===== config.mk =====
export PLATFORM = sky130hd
export DESIGN_NAME = load_store_unit
export DESIGN_NICKNAME = d
export VERILOG_FILES = /design/src/rtl/lsu_pkg.sv /design/src/rtl/lsu_align.sv /design/src/rtl/load_store_unit.sv
export SDC_FILE = /design/constraint.sdc
export NUM_CORES = 1
export LEC_CHECK = 0
export ABC_CLOCK_PERIOD_IN_PS = 4450
export BUFFER_PORTS_ARGS = -buffer_cell sky130_fd_sc_hd__buf_2
export CAP_MARGIN = 20
export CORE_MARGIN = 10
export CORE_UTILIZATION = 50
export CTS_CLUSTER_SIZE = 12
export DETAILED_ROUTE_END_ITERATION = 8
export GPL_TIMING_DRIVEN = 0
export PLACE_DENSITY = 0.95
export SETUP_SLACK_MARGIN = 0.02
export SLEW_MARGIN = 20
export SYNTH_ARGS = -nofsm -noshare
export SYNTH_HDL_FRONTEND = slang
export SYNTH_SLANG_ARGS = --single-unit

===== constraint.sdc =====
create_clock -name clk -period 4.45 [get_ports clk]
set_input_delay 0 -clock clk [delete_from_list [all_inputs] [get_ports clk]]
set_output_delay 0 -clock clk [all_outputs]
set_load 0.03 [all_outputs]

===== src/rtl/lsu_pkg.sv =====
// Shared types for the load/store unit: funct3 width codes, FSM state encoding,
// word geometry and a helper that maps (we, funct3) to an access size.
// Unlisted funct3 codes (and load-only codes seen on a store) fall back to word size.
package lsu_pkg;

  localparam int BYTES_PER_WORD = 4;

  // RV32I width codes as they appear in funct3 of loads and stores
  typedef enum logic [2:0] {
    F3_B  = 3'b000,
    F3_H  = 3'b001,
    F3_W  = 3'b010,
    F3_BU = 3'b100,
    F3_HU = 3'b101
  } funct3_e;

  // FSM encoding kept as plain constants so older tools see simple vectors
  typedef logic [1:0] state_t;
  localparam state_t S_IDLE = 2'd0;
  localparam state_t S_BUSY = 2'd1;
  localparam state_t S_RESP = 2'd2;

  typedef enum logic [1:0] {
    SZ_B = 2'd0,
    SZ_H = 2'd1,
    SZ_W = 2'd2
  } size_e;

  // Unsigned variants only exist for loads; a store with 100/101 is a word store
  function automatic size_e access_size(input logic we, input logic [2:0] funct3);
    if (funct3 == F3_B || (!we && funct3 == F3_BU)) begin
      return SZ_B;
    end else if (funct3 == F3_H || (!we && funct3 == F3_HU)) begin
      return SZ_H;
    end
    return SZ_W;
  endfunction

endpackage


===== src/rtl/lsu_align.sv =====
// Purely combinational lane logic: store data replication / byte enables,
// the misalignment check, and load lane extraction with sign/zero extension.
// The store side and the load side take independent funct3/address inputs.
module lsu_align import lsu_pkg::*; (
  input  logic        st_we_i,
  input  logic [2:0]  st_funct3_i,
  input  logic [1:0]  st_addr_i,
  input  logic [31:0] st_data_i,
  output logic [31:0] st_data_o,
  output logic [3:0]  st_be_o,
  output logic        misalign_o,
  input  logic [2:0]  ld_funct3_i,
  input  logic [1:0]  ld_addr_i,
  input  logic [31:0] ld_raw_i,
  output logic [31:0] ld_data_o
);

  size_e      st_size;
  size_e      ld_size;
  logic [7:0] ld_byte;
  logic [15:0] ld_half;
  logic       ld_uns;

  // Store lane placement and alignment check for the incoming request
  always_comb begin
    st_size    = access_size(st_we_i, st_funct3_i);
    st_data_o  = st_data_i;
    st_be_o    = 4'b1111;
    misalign_o = 1'b0;
    case (st_size)
      SZ_B: begin
        st_data_o = {4{st_data_i[7:0]}};
        st_be_o   = 4'b0001 << st_addr_i;
      end
      SZ_H: begin
        st_data_o  = {2{st_data_i[15:0]}};
        st_be_o    = st_addr_i[1] ? 4'b1100 : 4'b0011;
        misalign_o = st_addr_i[0];
      end
      default: begin
        misalign_o = |st_addr_i;
      end
    endcase
  end

  // Load lane selection and extension for the held request
  always_comb begin
    ld_size = access_size(1'b0, ld_funct3_i);
    ld_uns  = ld_funct3_i[2];
    case (ld_addr_i)
      2'd0:    ld_byte = ld_raw_i[7:0];
      2'd1:    ld_byte = ld_raw_i[15:8];
      2'd2:    ld_byte = ld_raw_i[23:16];
      default: ld_byte = ld_raw_i[31:24];
    endcase
    ld_half = ld_addr_i[1] ? ld_raw_i[31:16] : ld_raw_i[15:0];
    case (ld_size)
      SZ_B:    ld_data_o = {{24{~ld_uns & ld_byte[7]}}, ld_byte};
      SZ_H:    ld_data_o = {{16{~ld_uns & ld_half[15]}}, ld_half};
      default: ld_data_o = ld_raw_i;
    endcase
  end

endmodule


===== src/rtl/load_store_unit.sv =====
// Single-outstanding RV32I load/store unit: accept -> mem access -> one-cycle response.
// Latency: accept N, mem_valid N+1, resp_valid N+2 (misaligned: resp_valid N+1); mem_ready stalls BUSY.
// Backpressure: req_ready only in IDLE. `define LSU_STATS_EN adds load/store/stall counters.
module load_store_unit import lsu_pkg::*; #(
  parameter int DATA_WIDTH = 32,
  parameter int ADDR_WIDTH = 32
) (
  input  logic                    clk,
  input  logic                    rst,
  input  logic                    req_valid,
  output logic                    req_ready,
  input  logic                    req_we,
  input  logic [2:0]              req_funct3,
  input  logic [ADDR_WIDTH-1:0]   req_addr,
  input  logic [DATA_WIDTH-1:0]   req_w_data,
  output logic                    resp_valid,
  output logic [DATA_WIDTH-1:0]   resp_data,
  output logic                    resp_err,
  output logic                    mem_valid,
  output logic                    mem_we,
  output logic [ADDR_WIDTH-1:0]   mem_addr,
  output logic [DATA_WIDTH-1:0]   mem_w_data,
  output logic [DATA_WIDTH/8-1:0] mem_byte_en,
  input  logic [DATA_WIDTH-1:0]   mem_r_data,
  input  logic                    mem_ready
`ifdef LSU_STATS_EN
  ,
  output logic [31:0]             stat_loads,
  output logic [31:0]             stat_stores,
  output logic [31:0]             stat_stall_cycles
`endif
);

  state_t                  state_q, state_d;
  logic                    we_q;
  logic [2:0]              funct3_q;
  logic [ADDR_WIDTH-1:0]   addr_q;
  logic [DATA_WIDTH-1:0]   wdata_q;
  logic [DATA_WIDTH/8-1:0] be_q;
  logic                    err_q;
  logic [DATA_WIDTH-1:0]   resp_data_q;

  logic                    accept;
  logic                    done;
  logic [DATA_WIDTH-1:0]   st_data;
  logic [DATA_WIDTH/8-1:0] st_be;
  logic                    misalign;
  logic [DATA_WIDTH-1:0]   ld_data;

  assign accept = req_valid && (state_q == S_IDLE);
  assign done   = (state_q == S_BUSY) && mem_ready;

  lsu_align u_align (
    .st_we_i     (req_we),
    .st_funct3_i (req_funct3),
    .st_addr_i   (req_addr[1:0]),
    .st_data_i   (req_w_data),
    .st_data_o   (st_data),
    .st_be_o     (st_be),
    .misalign_o  (misalign),
    .ld_funct3_i (funct3_q),
    .ld_addr_i   (addr_q[1:0]),
    .ld_raw_i    (mem_r_data),
    .ld_data_o   (ld_data)
  );

  // Next-state: misaligned requests skip the memory and respond directly
  always_comb begin
    state_d = state_q;
    case (state_q)
      S_IDLE:  if (req_valid) state_d = misalign ? S_RESP : S_BUSY;
      S_BUSY:  if (mem_ready) state_d = S_RESP;
      S_RESP:  state_d = S_IDLE;
      default: state_d = S_IDLE;
    endcase
  end

  // State, request hold registers and captured load result
  always_ff @(posedge clk) begin
    if (rst) begin
      state_q     <= S_IDLE;
      we_q        <= 1'b0;
      funct3_q    <= 3'b000;
      addr_q      <= '0;
      wdata_q     <= '0;
      be_q        <= '0;
      err_q       <= 1'b0;
      resp_data_q <= '0;
    end else begin
      state_q <= state_d;
      if (accept) begin
        we_q        <= req_we;
        funct3_q    <= req_funct3;
        addr_q      <= req_addr;
        wdata_q     <= req_we ? st_data : '0;
        be_q        <= req_we ? st_be : '1;
        err_q       <= misalign;
        resp_data_q <= '0;
      end else if (done) begin
        resp_data_q <= we_q ? '0 : ld_data;
      end
    end
  end

  assign req_ready   = (state_q == S_IDLE);
  assign resp_valid  = (state_q == S_RESP);
  assign resp_err    = err_q && resp_valid;
  assign resp_data   = resp_data_q;
  assign mem_valid   = (state_q == S_BUSY);
  assign mem_we      = we_q;
  assign mem_addr    = addr_q;
  assign mem_w_data  = wdata_q;
  assign mem_byte_en = be_q;

`ifdef LSU_STATS_EN
  logic [31:0] loads_q, stores_q, stalls_q;

  // Free-running wrap-around counters of completed accesses and stall cycles
  always_ff @(posedge clk) begin
    if (rst) begin
      loads_q  <= '0;
      stores_q <= '0;
      stalls_q <= '0;
    end else begin
      if (done && !we_q) loads_q  <= loads_q + 32'd1;
      if (done && we_q)  stores_q <= stores_q + 32'd1;
      if ((state_q == S_BUSY) && !mem_ready) stalls_q <= stalls_q + 32'd1;
    end
  end

  assign stat_loads        = loads_q;
  assign stat_stores       = stores_q;
  assign stat_stall_cycles = stalls_q;
`endif

endmodule


==> flow_summary.yaml <==
sta:
  fin_crit_sh_pct: 46.2
  worst_slew_pin_slew_ns: 0.861
  worst_slack_ns: 2.40
  fmax_mhz: 487
  finalSetupViolations: 0
  skew_ns: 0.0197
  hold_violations: 0
  max_slew_margin_pct: 42.6
  fin_crit_ns: 2.05
  rsz0062_at_grt: "no"
  totalNegativeSetupSlack_ns: 0
  slew_viol_final: 0
setup_path:
  rr_endpoint: "mem_w_data[19]$_SDFFE_PP0P_"
  start_kind: "flip-flop"
  crit_slowest_cell: "clkbuf_1"
  crit_arrival_ns: 2.31
  crit_family: "buffers and inverters"
  crit_top_cell: "clkbuf_1"
  path_cells: "buf_4, nor3b_1, clkbuf_1, nand3_1, clkbuf_1, o21ai_0"
  rr_worst_depth: 6
  crit_type: "reg2reg"
  crit_path_end_kind: "flip-flop"
  cp_num_buf_inv: 3
  endpoint: "mem_w_data[19]$_SDFFE_PP0P_"
  crit_start: "state_q[0]$_SDFFE_PP0P_"
  crit_cells: 6
  rrSetupSlack_ns: 2.40
  path_max_fanout: 10
  cpPeakStageDelay_ns: 0.41
  cp_data_required_time_ns: 4.70
  timing.rr.start: "state_q[0]$_SDFFE_PP0P_"
global_routing:
  grt_use_total_pct: 28.5
  first_global_vias: 5621
  grt_max_degree: 20
  overflow: 0
  grt_first_pass_wirelength_um: 30000
  antenna_found_initial: 4
job:
  cap_violations: 0
cts:
  postCtsSetupRepairBufs: 0
  numCtsBuffers: 9
  clk_latency_ns: 0.37
  cts.sinks: 107
  cts_max_path_buffers: 2
  clk_pin_slew_worst_paths_ns: 0.10
  cts_root_buf: "clkbuf_8"
  cts_htree_levels: 3
  cts_tree: "yes"
logic_synthesis:
  synth_edf_count: 0
  synth_ff_type: "dfxtp_1"
  syn-cell-area_um2: 4440
  synth-seq-area-share_pct: 48.3
  ys_ff_latch: 107
  synth_cells: 508
  avgSynthCellArea_um2: 8.73
  synth_warnings: 0
  async_flop_share_pct: 0
  syn-num-nets: 612
  synth_cell_types: 41
pwr:
  pwr-share-clk_pct: 27.1
  power_density_nw_per_um2: 319
  internal-power_mw: 1.41
  ir_worst_vdd_mv: 0.258
  finalPower_mw: 2.12
  netSwitchingFraction_pct: 33.3
  switchingPower_mw: 0.707
  power_frac_comb_pct: 23.9
  pwr-share-seq_pct: 49.0
  leakagePower_nw: 3.16
cells_and_area:
  area_growth_pct: 49.7
  regArea_um2: 2140
  nFillCells: 560
  multi_input_area_um2: 2080
  drive_gt1_share_pct: 31.3
  final_core_util_pct: 76.5
  fin_cells: 929
  nets: 914
place:
  io_buffers: 208
  dpl.cell_count: 824
  gp_congestion: 0.892
  hpwlAfterDp_um: 12200
  pre_cts_ws_ns: 2.44
floorplan:
  die_area_um2: 13000
  boundaryPins: 209
  rows: 34
  die_y_um: 114
  fp.coreArea_um2: 8680
  fp.dieW_um: 114
  start_util_pct: 51.1
detailed_routing:
  firstDrtPassIters: 5
  route.detailed.vias_per_inst: 5.86
  wl_um: 19300
  num_vias: 5442
  drc: 0
  ant_nets: 0
  wire_per_inst_um: 20.8
  dr.first_iter.drc_count: 551
status:
  status: "finished, final reports clean"
hold_path:
  min_path_type: "in2reg"
## timing repair
action,4_1_cts,5_1_grt
hold buffers,83,0
endpoints found under the hold margin,84,0
resized for setup,0,0
## layout by cell type (no fill, tap or decap), drive strengths merged, types with 5 or more instances in the layout
master / Yosys / routed
inv: 12 / 15
a22o: 16 / 16
mux2: 9 / 9
diode: 0 / 6
nor2: 26 / 26
a21oi: 73 / 73
nor2b: 5 / 5
buf: 11 / 219
a211o: 6 / 6
o21ai: 36 / 36
mux2i: 31 / 31
dfxtp: 107 / 107
nand2: 106 / 106
dlygate4sd3: 0 / 83
clkbuf: 26 / 36
a221o: 16 / 16
## routing by layer
| metal | vias to the layer above | GRT usage (%) | routed length (µm) |
|---|---|---|---|
| met4 | 0 | 17.0 | 1170 |
| met3 | 125 | 10.3 | 2390 |
| met2 | 454 | 48.6 | 9200 |
| met5 | - | 0 | 0 |
| met1 | 2476 | 29.5 | 6520 |
| li1 | 2387 | - | - |
## cells by family after synthesis
family,after synthesis,synth area share (%)
flip-flops,107,48.3
AND/OR/NAND/NOR,152,14.4
multiplexers,40,9.28
buffers and inverters,50,4.74
AO/OA/AOI/OAI,159,23.3
## worst min path at each step
stage / end / depth (start not counted) / slack [ns] / startpoint
floorplan: mem_w_data[0]$_SDFFE_PP0P_ / 1 / 0.13 / req_w_data[0]
global placement: mem_addr[31]$_SDFFE_PP0P_ / 3 / 0.24 / req_addr[31]
detailed placement: mem_addr[29]$_SDFFE_PP0P_ / 3 / 0.25 / req_addr[29]
CTS: resp_data[6]$_SDFFE_PP0P_ / 5 / 0.02 / mem_r_data[6]
global route: resp_data[13]$_SDFFE_PP0P_ / 4 / 0.06 / mem_r_data[13]
finish: resp_data[6]$_SDFFE_PP0P_ / 5 / 0.04 / mem_r_data[6]
## cell usage after synthesis, types with 3 or more instances
cell	count	area, µm²
buf_1	5	18.8
a221o_2	10	113
a21oi_1	73	365
buf_2	3	15.0
a221o_1	6	60.1
dfxtp_1	107	2140
o21ai_0	36	180
mux2_2	9	101
clkbuf_1	26	97.6
a211oi_1	3	22.5
nor2_1	25	93.8
nand2_1	106	398
a211o_1	6	52.6
a22o_1	16	140
inv_1	12	45.0
nor2b_1	5	31.3
mux2i_1	31	310
## registers in the layout, summed over array words and instances, names as in the netlist
register     flops
err_q            1
funct3_q         3
mem_addr        32
mem_byte_en      4
mem_w_data      32
mem_we           1
resp_data       32
state_q          2
## cell type report
class / instances / area share [%]
multi-input cells: 351 / 31.4
flip-flops and latches: 107 / 32.2
repair buffers: 291 / 28.2
diodes: 6 / 0.226
well taps: 108 / 2.03
inverters: 13 / 0.735
plain buffers: 37 / 2.43
clock inverters: 6 / 0.848
clock buffers: 10 / 1.92
## metrics by stage
step | hold slack [ns] | area, µm²
2_1_floorplan | 0.126 | 4440
3_3_place_gp | 0.241 | 5610
3_5_place_dp | 0.246 | 5610
4_1_cts | 0.0183 | 6630
5_1_grt | 0.0607 | 6640
6_report | 0.0399 | 6640
## power groups by stage
stage               logic, mW  registers, mW  clock network (mW)
CTS                     0.484           1.03               0.579
finish                  0.507           1.04               0.575
global placement        0.413           1.05                   0
global route            0.541           1.04               0.613
floorplan               0.177           1.14                   0
detailed placement      0.426           1.05                   0
## worst reg2reg max path: stages, from the launching register on
cell	delay [ns]
dfxtp_1	0.31
buf_4	0.15
nor3b_1	0.16
clkbuf_1	0.41
nand3_1	0.30
clkbuf_1	0.29
o21ai_0	0.32
Power figures use the tool's default switching activity.
